[config.mk]
export PLATFORM = sky130hd
export DESIGN_NAME = pc_fetch_unit
export DESIGN_NICKNAME = d
export VERILOG_FILES = /design/src/rtl/cpu_pkg.sv /design/src/rtl/fetch_skid_buf.sv /design/src/rtl/pc_fetch_unit.sv
export SDC_FILE = /design/constraint.sdc
export NUM_CORES = 1
export LEC_CHECK = 0
export CAP_MARGIN = 20
export CORE_AREA = 2 2 96 75
export CTS_BUF_LIST = sky130_fd_sc_hd__clkbuf_4
export DETAILED_ROUTE_END_ITERATION = 16
export DIE_AREA = 0 0 98 77
export SLEW_MARGIN = 20
export SYNTH_ARGS = -nofsm -noshare
export SYNTH_HDL_FRONTEND = slang
export SYNTH_SLANG_ARGS = --single-unit
export TNS_END_PERCENT = 1
[constraint.sdc]
create_clock -name Clk -period 4.4 [get_ports Clk]
set_clock_uncertainty 0.15 [all_clocks]
set_input_delay 0.66 -clock Clk [delete_from_list [all_inputs] [get_ports Clk]]
set_output_delay 0.66 -clock Clk [all_outputs]
set_load 0.02 [all_outputs]
[src/rtl/cpu_pkg.sv]
`default_nettype none
// +------------------------------------------------------------------+
// | cpu_pkg : shared widths, reset PC and fetch FSM state encoding    |
// | Revision: 1.0                                                     |
// +------------------------------------------------------------------+
package cpu_pkg;

  localparam int PC_W    = 8;
  localparam int INSTR_W = 8;

  localparam logic [PC_W-1:0] RESET_PC = '0;

  typedef enum logic [0:0] {
    RUN    = 1'b0,
    HALTED = 1'b1
  } fetch_state_e;

endpackage
`default_nettype wire

[src/rtl/fetch_skid_buf.sv]
`default_nettype none
// +------------------------------------------------------------------+
// | fetch_skid_buf : 2-entry shift FIFO of {instr, pc}; flush wins    |
// | Revision: 1.0                                                     |
// +------------------------------------------------------------------+
module fetch_skid_buf #(
  parameter int PC_W    = 8,
  parameter int INSTR_W = 8
) (
  input  logic               clk,
  input  logic               clear_n,
  input  logic               push,
  input  logic [INSTR_W-1:0] push_instr,
  input  logic [PC_W-1:0]    push_pc,
  input  logic               pop,
  input  logic               flush,
  output logic [1:0]         count,
  output logic [INSTR_W-1:0] head_instr,
  output logic [PC_W-1:0]    head_pc
);

  logic [INSTR_W-1:0] tail_instr;
  logic [PC_W-1:0]    tail_pc;

  // Slot 0 is always the head; it is left untouched when the FIFO empties
  // so the visible head keeps its last value.
  always_ff @(posedge clk) begin
    if (!clear_n) begin
      count      <= 2'd0;
      head_instr <= '0;
      head_pc    <= '0;
      tail_instr <= '0;
      tail_pc    <= '0;
    end else if (flush) begin
      count <= 2'd0;
    end else begin
      case ({push, pop})
        2'b10: begin
          if (count == 2'd0) begin
            head_instr <= push_instr;
            head_pc    <= push_pc;
          end else begin
            tail_instr <= push_instr;
            tail_pc    <= push_pc;
          end
          count <= count + 2'd1;
        end
        2'b01: begin
          if (count == 2'd2) begin
            head_instr <= tail_instr;
            head_pc    <= tail_pc;
          end
          count <= count - 2'd1;
        end
        2'b11: begin
          if (count == 2'd2) begin
            head_instr <= tail_instr;
            head_pc    <= tail_pc;
            tail_instr <= push_instr;
            tail_pc    <= push_pc;
          end else begin
            head_instr <= push_instr;
            head_pc    <= push_pc;
          end
        end
        default: ;
      endcase
    end
  end

  no_overflow: assert property (@(posedge clk) disable iff (!clear_n)
    !(push && !pop && !flush && count == 2'd2));

endmodule
`default_nettype wire

[src/rtl/pc_fetch_unit.sv]
`default_nettype none
// +------------------------------------------------------------------+
// | pc_fetch_unit : PC register, fetch issue FSM and decode handshake |
// | Revision: 1.0                                                     |
// +------------------------------------------------------------------+
module pc_fetch_unit #(
  parameter int PC_W      = cpu_pkg::PC_W,
  parameter int INSTR_W   = cpu_pkg::INSTR_W,
  parameter int BUF_DEPTH = 2
) (
  input  logic               Clk,
  input  logic               Clear,
  output logic [PC_W-1:0]    PC,
  input  logic [PC_W-1:0]    Next_PC,
  input  logic [INSTR_W-1:0] IMem_Data,
  input  logic               Br_Taken,
  input  logic [PC_W-1:0]    Br_Target,
  input  logic               Halt,
  output logic [INSTR_W-1:0] Instr,
  output logic [PC_W-1:0]    Instr_PC,
  output logic               Instr_Valid,
  input  logic               Instr_Ready,
  output logic               Halted
);

  import cpu_pkg::*;

  localparam logic [2:0] DEPTH_LIMIT = 3'(BUF_DEPTH);

  fetch_state_e    state;
  logic [PC_W-1:0] pc_reg;
  logic [PC_W-1:0] req_pc;
  logic            req_valid;
  logic [1:0]      count;
  logic [2:0]      credit_use;
  logic            pop;
  logic            push;
  logic            issue;

  // Credit counts buffered entries plus the in-flight response, so a
  // response always has a free slot when it returns.
  assign pop         = Instr_Valid & Instr_Ready;
  assign push        = req_valid & ~Br_Taken;
  assign credit_use  = {1'b0, count} + {2'b00, req_valid} - {2'b00, pop};
  assign issue       = (state == RUN) & ~Br_Taken & ~Halt & (credit_use < DEPTH_LIMIT);
  assign Instr_Valid = (count != 2'd0);
  assign PC          = pc_reg;
  assign Halted      = (state == HALTED);

  always_ff @(posedge Clk) begin
    if (!Clear) begin
      pc_reg    <= PC_W'(RESET_PC);
      req_pc    <= '0;
      req_valid <= 1'b0;
      state     <= RUN;
    end else begin
      req_valid <= issue;
      if (issue) begin
        req_pc <= pc_reg;
        pc_reg <= Next_PC;
      end
      if (Br_Taken) begin
        pc_reg <= Br_Target;
      end
      case (state)
        RUN:     if (Halt) state <= HALTED;
        HALTED:  if (Br_Taken && !Halt) state <= RUN;
        default: state <= RUN;
      endcase
    end
  end

  fetch_skid_buf #(
    .PC_W    (PC_W),
    .INSTR_W (INSTR_W)
  ) u_skid_buf (
    .clk        (Clk),
    .clear_n    (Clear),
    .push       (push),
    .push_instr (IMem_Data),
    .push_pc    (req_pc),
    .pop        (pop),
    .flush      (Br_Taken),
    .count      (count),
    .head_instr (Instr),
    .head_pc    (Instr_PC)
  );

endmodule
`default_nettype wire

==> key figures, run 1 <==
Floorplan
  – DIE HEIGHT: 77 µm
  – Core ar.: 6604 µm²
  – Die X: roughly 98 µm
  – I/O pins: 55
  – Initial Util: 0.3435
  – Full die area: between 7000 and 8000 µm²
  – Num rows: 26

Pwr
  – Pleak: 0.001064 µW
  – Int Pwr: approximately 680 µW
  – Seq pwr share: 0.556
  – Clock power frac: 0.307
  – Switch share: 0.2444
  – Peak VDD IR: 166.6 µV
  – Switching power: 219.0 µW
  – Power Dens Cells: 302.4 nW/µm²
  – Combinational Power Share: 0.136

Synthesis
  – Leading area contributor after synthesis: dfxtp_1
  – Syn Inst Count: 248
  – Sequential share of the synthesized area: 0.4589
  – Synth top area cells: dfxtp_1 (46%), o21ai_0 (7.7%), a21boi_0 (6.3%)
  – Yosys top cell area share: 0.4589
  – Synth Flop Type: dfxtp_1
  – Most frequent cells after synthesis: dfxtp_1 (52), o21ai_0 (35), a21boi_0 (19)
  – Count leader, synth: dfxtp_1
  – Post-Syn Area: ~2300 µm²
  – Fraction of registers with async set/reset: 0
  – Mean Syn Cell Area: roughly 9.1 µm²
  – EDFF count, synth: 0
  – Synthesized flop and latch total: 52
  – Yosys warnings: 0
  – Post-synthesis cell type count: 34
  – Syn nets: 283

Worst setup path
  – Worst r2r src: u_skid_buf.count[0]
  – Critical path fanouts, max: 18
  – Crit path launch: u_skid_buf.count[0]
  – Crit path launch type: flip-flop
  – Critical-path top delay cell: o21ai_0
  – Worst path required time: 4520 ps
  – Crit path cell chain: o21ai_0, inv_1, ha_1, nand2b_1, fa_1, nor4b_1, and2_1, buf_4, mux2i_1, nor2b_1
  – Crit path kind: flip-flop to flip-flop
  – Critical path endpoint category: flip-flop
  – CP peak stage delay: 530 ps
  – Worst EP arrival: 3490 ps

Timing
  – Total Neg Setup Slack: 0 ps
  – Fin. Hold Viols: 0
  – Final Critical Period: between 3000 and 4000 ps
  – PnR worst setup slack: 1030 ps
  – Max_slew headroom: 0.5623
  – Unrepaired setup endpoints after global routing: false
  – # setup viols final: 0
  – Max Freq: between 200 and 300 MHz
  – Tightest Pin Transition: ~660 ps
  – Tcrit/Tclk final: 0.7660
  – Final max-slew violation count: 0

Flow run
  – Max Cap Viol: 0

Clock network
  – Htree depth: 2
  – CTS Buffer Depth: 2
  – CTS Sinks: 52
  – CTS Hold Bufs: 0
  – CTS tree: yes
  – CTS root buffer: clkbuf_4
  – Post-CTS Setup Bufs: 0
  – Clock Latency Late Sink: about 360 ps
  – Post_cts resized: 0
  – Num CTS Buffers: 5
  – Clk slew on worst S/H paths: 150 ps

Detailed routing
  – Vias per cell: 5.164
  – Final wirelength: 5703 µm
  – Antenna Nets Post-Route: 0
  – WL/cell: around 15 µm
  – DR pass1 iterations: 4
  – Iter 0 DRT Violations: between 100 and 150
  – DRC viols: 0
  – Via Count: just under 2000

Cells and area
  – Layout cells sized above 1: 0.06000
  – Final #Nets: 334
  – Filler cells: 663
  – Area Growth Syn to Fin: 30.61%
  – Final Core Density: 0.4487
  – # diodes: 0

Status
  – Status: finished clean

Placement
  – Post-DP HPWL: 3667 µm
  – Placer Congestion: 0.7899
  – Pre-CTS setup slack: 661.3 ps
  – Number of I/O port buffers: 54

Global routing
  – Vias in the first global route: around 1900
  – Total Routing Usage GR: 0.1553
  – Pin count of the biggest net entering global routing: 52
  – First-pass GRT wire length: 9535 µm
  – Initial antenna violation count: 0
  – GRT overflow: 0

Hold path
  – Worst min path class: flip-flop to flip-flop
  – Hold wc startpoint: u_skid_buf.tail_pc[0]
==> sequential cells by signal (all words and copies together) (netlist names) <==
signal                 cells
u_skid_buf.head_pc         8
Halted                     1
u_skid_buf.head_instr      8
u_skid_buf.tail_instr      8
req_pc                     8
req_valid                  1
PC                         8
u_skid_buf.count           2
u_skid_buf.tail_pc         8
==> critical path, delay by kind of cell (launching register included) <==
kind | cells | cell delay, ps
DFF | 1 | 430
AOI/OAI and AO/OA | 1 | 530
muxes | 1 | 210
adders and majority gates | 2 | 780
and+or+nand+nor | 4 | 750
buffers and inverters | 2 | 420
==> power groups by stage <==
stage / Clock (µW) / Sequential, µW / Combinational, µW
2_1_floorplan: 0 / 521 / 45.4
3_3_place_gp: 0 / 509 / 122
3_5_place_dp: 0 / 509 / 122
4_1_cts: 283 / 499 / 123
5_1_grt: 303 / 501 / 133
6_report: 275 / 499 / 122
==> cell type report <==
| cell class | count | area [µm²] | area share |
|---|---|---|---|
| timing repair buffer | 61 | 593.1 | 0.2002 |
| sequential | 52 | 1041 | 0.3514 |
| clock inverter | 2 | 35.03 | 0.01182 |
| clock buffer | 6 | 45.04 | 0.01520 |
| inverter | 6 | 22.52 | 0.007601 |
| tap | 84 | 105.1 | 0.03547 |
| multi-input combinational | 173 | 1121 | 0.3784 |
==> routing by layer <==
layer,vias to the layer above,part of all wire,GRT usage
met3,5,0.072,0.05014
met2,69,0.40,0.2274
met5,-,0,0
met1,910,0.51,0.2192
met4,0,0.0086,0.04167
li1,999,-,-
==> cells by family after synthesis <==
family	Yosys count	synth area share
compound gates	89	0.2609
xor+xnor	4	0.01545
fa+ha+maj	6	0.03640
buf+inv	23	0.04964
flops	52	0.4589
mux	9	0.03971
simple gates	65	0.1390
==> final timing paths <==
path,to,slack (ps),depth (start not counted)
setup / recovery,req_pc[6],1030,10
hold / removal,u_skid_buf.tail_pc[0],340,2
setup reg to reg,req_pc[6],1030,10
hold reg to reg,u_skid_buf.tail_pc[0],340,2
==> cell usage in the layout, fill, tap and decap left out, types with 2 or more instances in the layout <==
cell type	instances
a31oi_1	2
dfxtp_1	52
mux2i_1	9
clkdlybuf4s50_1	54
buf_4	7
nand2_1	12
nand3_1	16
nor2_1	18
nand2b_1	4
a22oi_1	6
a21oi_1	3
xnor2_1	3
inv_1	5
a21o_1	2
nor2b_1	9
o21ai_0	35
a21boi_0	19
clkbuf_4	6
ha_1	5
a221oi_1	16
a21boi_1	3
==> metrics by stage <==
stage / cells / hold WS [ps] / instance area (µm²) / total power (µW)
floorplan: 248 / 302.4 / 2268 / 566.4
global placement: 376 / 309.4 / 2877 / 630.6
detailed placement: 376 / 319.1 / 2877 / 631.1
CTS: 384 / 338.5 / 2957 / 905.0
global route: 384 / 363.2 / 2963 / 936.5
finish: 384 / 342.1 / 2963 / 895.9
(Power assumes the default switching activity.)
==> run 2: changes to the inputs <==
==> constraint.sdc (replaced) <==
create_clock -name Clk -period 2.8 [get_ports Clk]
set_clock_uncertainty 0.15 [all_clocks]
set_input_delay 0.42 -clock Clk [delete_from_list [all_inputs] [get_ports Clk]]
set_output_delay 0.42 -clock Clk [all_outputs]
set_load 0.02 [all_outputs]
==> key figures, run 2 (same netlist as run 1, synthesis figures left out) <==
Status
  – Status: finished clean

Worst setup path
  – Worst path required time: 2950 ps (-1570 ps)
  – Critical path buffer and inverter count: 3 (+1)
  – Crit path kind: input pin to flip-flop
  – Critical-path top delay cell: clkdlybuf4s50_1
  – Cell family with most CP delay: buffers and inverters
  – Reg-to-reg endpoint: PC[7]
  – Critical Path End: PC[7]
  – Critical Path Stages: 11 (+1)
  – CP peak stage delay: 470 ps (-60 ps)
  – Critical path fanouts, max: 10 (-8)
  – FF-to-FF path depth: 10 (unchanged)
  – Crit path launch: Instr_Ready
  – Reg2Reg Setup Slack: 240 ps (-790 ps)
  – Crit path launch type: input pin
  – Worst EP arrival: 2740 ps (-750 ps)
  – Crit path cell chain: clkdlybuf4s50_1, o21ai_2, inv_1, ha_1, nand2b_1, fa_1, nor4b_2, and2_4, buf_4, a22oi_1, a21boi_0
  – Critical path endpoint category: flip-flop
  – Worst r2r src: u_skid_buf.count[0]

Timing
  – Max Freq: around 390 MHz
  – Total Neg Setup Slack: 0 ps (unchanged)
  – Tcrit/Tclk final: 0.9255
  – Fin. Hold Viols: 0 (unchanged)
  – Unrepaired setup endpoints after global routing: false
  – Final max-slew violation count: 0 (unchanged)
  – # setup viols final: 0 (unchanged)
  – Max_slew headroom: 0.6849 (+0.1226)
  – Final Critical Period: 2591 ps
  – Tightest Pin Transition: 472.6 ps (-183.3 ps)

Clock network
  – CTS tree: yes
  – CTS Sinks: 52 (unchanged)
  – Clk slew on worst S/H paths: 140 ps (about the same)
  – CTS Buffer Depth: 2 (unchanged)
  – CTS root buffer: clkbuf_4
  – Clock Latency Late Sink: 370 ps (about the same)
  – Num CTS Buffers: 5 (unchanged)
  – Htree depth: 2 (unchanged)
  – Post-CTS Setup Bufs: 0 (unchanged)

Global routing
  – Pin count of the biggest net entering global routing: 52 (unchanged)
  – Vias in the first global route: 1965 (+3.6%)
  – GRT overflow: 0 (unchanged)
  – GRT Max-Usage Layer: met2
  – Initial antenna violation count: 0 (unchanged)
  – First-pass GRT wire length: 9556 µm (+0.22%)
  – Met3 usage: 0.04376 (-0.006381)
  – Routing usage on met1: 0.2125 (-0.006691)
  – Total Routing Usage GR: 0.1562 (+0.0009187)
  – Met2 Use GR: 0.2418 (+0.01438)

Detailed routing
  – Antenna Nets Post-Route: 0 (unchanged)
  – DRC viols: 0 (unchanged)
  – DR pass1 iterations: 4 (unchanged)
  – WL/cell: 13.90 µm (-6.4%)
  – Iter 0 DRT Violations: 164 (+15%)
  – Via Count: 2021 (+1.9%)
  – Vias per cell: 5.065 (-1.9%)
  – Final wirelength: 5545 µm (-2.8%)

Flow run
  – Max Cap Viol: 0 (unchanged)

Pwr
  – Seq pwr share: 0.589 (+0.033)
  – Power Dens Cells: 427.9 nW/µm² (+41%)
  – Overall Power: 1330 µW (+48%)
  – Switch share: 0.2600 (+0.01560)
  – Switching power: 345.8 µW (+58%)
  – Peak VDD IR: 183.1 µV (+9.9%)
  – Int Pwr: 984.0 µW (+45%)
  – Pleak: 0.001138 µW (+7.0%)
  – Clock power frac: 0.257 (-0.050)
  – Combinational Power Share: 0.154 (+0.018)

Hold path
  – Worst min path class: flip-flop to flip-flop
  – Hold path cells: 2 (unchanged)

Cells and area
  – Final Instance Area: 3108 µm² (+4.9%)
  – Final #Nets: 349 (+4.5%)
  – Filler cells: 647 (-2.4%)
  – Most frequent cells in the layout: clkdlybuf4s50_1 (54), dfxtp_1 (52), o21ai_0 (34), a21boi_0 (19)
  – Register Area: 1041 µm² (unchanged)
  – Layout cells sized above 1: 0.1079 (+0.04794)
  – Leading cell type in the layout, fill and taps excluded: clkdlybuf4s50_1
  – Area of the multi-input gates: 1127 µm² (+0.56%)
  – Area Growth Syn to Fin: 37.01%
  – Final Core Density: 0.4706 (+0.02198)
  – # diodes: 0 (unchanged)

Floorplan
  – DIE HEIGHT: 77 µm (unchanged)
  – I/O pins: 55 (unchanged)
  – Full die area: 7546 µm² (unchanged)
  – Core ar.: 6604 µm² (unchanged)
  – Die X: 98 µm (unchanged)
  – Num rows: 26 (unchanged)
  – Initial Util: 0.3435 (unchanged)

Placement
  – Placer Congestion: 0.7620 (-3.5%)
  – Number of I/O port buffers: 54 (unchanged)
  – Post-DP HPWL: 3838 µm (+4.7%)
  – Area post-placement: 3049 µm² (+6.0%)
[run 2: worst min path at each step]
| stage | startpoint | endpoint |
|---|---|---|
| global route | u_skid_buf.tail_instr[3] | u_skid_buf.tail_instr[3] |
| detailed placement | u_skid_buf.tail_pc[7] | u_skid_buf.tail_pc[7] |
| global placement | u_skid_buf.tail_pc[6] | u_skid_buf.tail_pc[6] |
| floorplan | u_skid_buf.tail_pc[4] | u_skid_buf.tail_pc[4] |
| finish | u_skid_buf.tail_pc[7] | u_skid_buf.tail_pc[7] |
| CTS | u_skid_buf.tail_pc[7] | u_skid_buf.tail_pc[7] |
[run 2: power groups by stage]
stage | Sequential [µW] | Clock, µW | Combinational (µW)
6_report | 783 | 342 | 205
5_1_grt | 788 | 384 | 223
4_1_cts | 784 | 361 | 208
3_5_place_dp | 799 | 0 | 206
3_3_place_gp | 799 | 0 | 205
2_1_floorplan | 819 | 0 | 71.9
[run 2: layer usage]
layer	vias up	part of all wire
li1	1025	-
met1	942	0.49
met2	54	0.44
met3	0	0.060
met4	0	0
met5	-	0
[run 2: area by class of cell]
class | count | share of cell area
inverters | 6 | 0.007246
well taps | 84 | 0.03382
repair buffers | 76 | 0.2432
clock inverters | 2 | 0.003623
clock buffers | 6 | 0.01449
multi-input cells | 173 | 0.3627
flip-flops and latches | 52 | 0.3349
[run 2: worst min-delay path: stages, from the launching register on]
cell and delay, ps:
dfxtp_1 330, o21ai_0 60, a21boi_1 60
[run 2: stage by stage]
stage,worst slack (ps),std cells,hold slack [ps]
6_report,208.6,399,334.2
2_1_floorplan,28.55,248,302.4
3_3_place_gp,-190.6,391,309.3
4_1_cts,160.4,399,335.8
3_5_place_dp,-229.8,391,316.3
5_1_grt,34.54,399,362.9
[run 2: what timing repair did]
| action | 4_1_cts | 5_1_grt |
|---|---|---|
| setup endpoints to repair | 0 | 2 |
| resized for setup | 0 | 1 |
| hold buffers | 0 | 0 |
==> run 3: changes to the inputs <==
--- a/config.mk
+++ b/config.mk
@@ -10,6 +10,7 @@
 export CTS_BUF_LIST = sky130_fd_sc_hd__clkbuf_4
 export DETAILED_ROUTE_END_ITERATION = 16
 export DIE_AREA = 0 0 98 77
+export MAX_ROUTING_LAYER = met4
 export SLEW_MARGIN = 20
 export SYNTH_ARGS = -nofsm -noshare
 export SYNTH_HDL_FRONTEND = slang
==> key figures, run 3 (same netlist as run 1, synthesis figures left out) <==
Timing
  – Max_slew headroom: 0.6871 (+0.002175)
  – Final max-slew violation count: 0 (unchanged)
  – Max Freq: 387.5 MHz (+0.43%)
  – # setup viols final: 0 (unchanged)
  – PnR worst setup slack: 219.6 ps (+11.03 ps)
  – Total Neg Setup Slack: 0 ps (unchanged)
  – Fin. Hold Viols: 0 (unchanged)
  – Tightest Pin Transition: 469.3 ps (-3.263 ps)
  – Unrepaired setup endpoints after global routing: false
  – Final Critical Period: 2580 ps (-11.03 ps)
  – Tcrit/Tclk final: 0.9216 (-0.003940)

Hold path
  – Worst min path class: flip-flop to flip-flop

Worst setup path
  – Worst EP arrival: 2710 ps (-30 ps)
  – Worst path required time: 2930 ps (-20 ps)
  – Crit path launch type: input pin
  – Critical-path top delay cell: clkdlybuf4s50_1
  – CP peak stage delay: 470 ps (about the same)
  – Critical path fanouts, max: 8 (-2)
  – Crit path kind: input pin to flip-flop
  – Crit path cell chain: clkdlybuf4s50_1, o21ai_2, inv_1, ha_1, nand2b_1, fa_1, nor4b_2, and2_4, buf_12, mux2i_1, nor2b_1
  – Critical path endpoint category: flip-flop

Clock network
  – Clock Latency Late Sink: 380 ps (about the same)
  – CTS Hold Bufs: 0 (unchanged)
  – CTS root buffer: clkbuf_4
  – Clk slew on worst S/H paths: 140 ps (about the same)
  – CTS tree: yes
  – Num CTS Buffers: 5 (unchanged)
  – Htree depth: 2 (unchanged)
  – CTS Buffer Depth: 2 (unchanged)
  – CTS Sinks: 52 (unchanged)

Detailed routing
  – WL/cell: 13.94 µm (+0.31%)
  – Final wirelength: 5562 µm (+0.31%)
  – DR pass1 iterations: 4 (unchanged)
  – Vias per cell: 5.103 (+0.74%)
  – DRC viols: 0 (unchanged)
  – Iter 0 DRT Violations: 149 (-9.1%)
  – Antenna Nets Post-Route: 0 (unchanged)
  – Via Count: 2036 (+0.74%)

Cells and area
  – # diodes: 0 (unchanged)
  – Final Core Density: 0.4706 (unchanged)
  – Most frequent cells in the layout: clkdlybuf4s50_1 (54), dfxtp_1 (52), o21ai_0 (34), a21boi_0 (19)
  – Area Growth Syn to Fin: 37.01% (unchanged)
  – Area of the multi-input gates: 1127 µm² (unchanged)
  – Layout cells sized above 1: 0.1079 (unchanged)
  – Non-Filler Instances: 399 (unchanged)
  – Filler cells: 647 (unchanged)
  – Leading cell type in the layout, fill and taps excluded: clkdlybuf4s50_1
  – Register Area: 1041 µm² (unchanged)
  – Final #Nets: 349 (unchanged)

Placement
  – Placer Congestion: 0.7721 (+1.3%)
  – Pre-CTS setup slack: -229.8 ps (unchanged)
  – Inst Count DP: 391 (unchanged)
  – Post-DP HPWL: 3838 µm (unchanged)
  – Number of I/O port buffers: 54 (unchanged)

Global routing
  – GRT overflow: 0 (unchanged)
  – GRT Max-Usage Layer: met2
  – Routing usage on met1: 0.2175 (+0.005059)
  – Pin count of the biggest net entering global routing: 52 (unchanged)
  – Met3 usage: 0.03555 (-0.008204)
  – Total Routing Usage GR: 0.1606 (+0.004417)
  – First-pass GRT wire length: 9556 µm (unchanged)
  – Initial antenna violation count: 0 (unchanged)
  – Vias in the first global route: 1967 (+0.10%)
  – Met2 Use GR: 0.2418 (unchanged)

Floorplan
  – Initial Util: 0.3435 (unchanged)
  – Core ar.: 6604 µm² (unchanged)
  – Num rows: 26 (unchanged)
  – DIE HEIGHT: 77 µm (unchanged)
  – Die X: 98 µm (unchanged)
  – Full die area: 7546 µm² (unchanged)
  – I/O pins: 55 (unchanged)

Pwr
  – Overall Power: 1332 µW (+0.19%)
  – Power Dens Cells: 428.7 nW/µm² (+0.19%)
  – Peak VDD IR: 182.5 µV (-0.34%)
  – Pleak: 0.001138 µW (unchanged)

Flow run
  – Max Cap Viol: 0 (unchanged)

Status
  – Status: finished clean
==> run 3: final cells by class <==
class	instances	share of cell area
Tap cell	84	0.03382
Timing Repair Buffer	76	0.2432
Clock buffer	6	0.01449
Clock inverter	2	0.003623
Inverter	6	0.007246
Sequential cell	52	0.3349
Multi-Input combinational cell	173	0.3627
==> run 3: path summary, 6_finish.rpt <==
check                                           start                     to  slack (ps)  cells after the start
worst max-delay path                      Instr_Ready              req_pc[3]         220                     11
worst min-delay path            u_skid_buf.tail_pc[7]  u_skid_buf.tail_pc[7]         330                      2
worst max register to register    u_skid_buf.count[0]              req_pc[3]         240                     10
worst min register to register  u_skid_buf.tail_pc[7]  u_skid_buf.tail_pc[7]         330                      2
==> run 3: metal layers <==
layer	wire length (µm)	share of wire
met1	2855	0.51
met3	252	0.045
met4	72	0.013
met5	0	0
met2	2381	0.43
==> run 3: metrics by stage <==
stage / hold WS (ps) / instance area, µm²
global placement: 309.3 / 3049
detailed placement: 316.3 / 3049
CTS: 335.8 / 3105
global route: 362.9 / 3108
finish: 333.3 / 3108
floorplan: 302.4 / 2278
==> run 3: power breakdown <==
group,total [µW],internal (µW),switching (µW)
registers,783,766,17.5
logic,206,112,93.1
clock network,344,106,238
==> run 3: critical path: cells and delay by family <==
family	cells	cell delay, ps
simple gates	4	700
compound gates	1	60
fa+ha+maj	2	680
mux	1	180
buf+inv	3	660
==> run 3: repair_timing <==
item / in CTS / in global routing
buffers inserted: 0 / 0
setup endpoints to repair: 0 / 2
resized for setup: 0 / 1
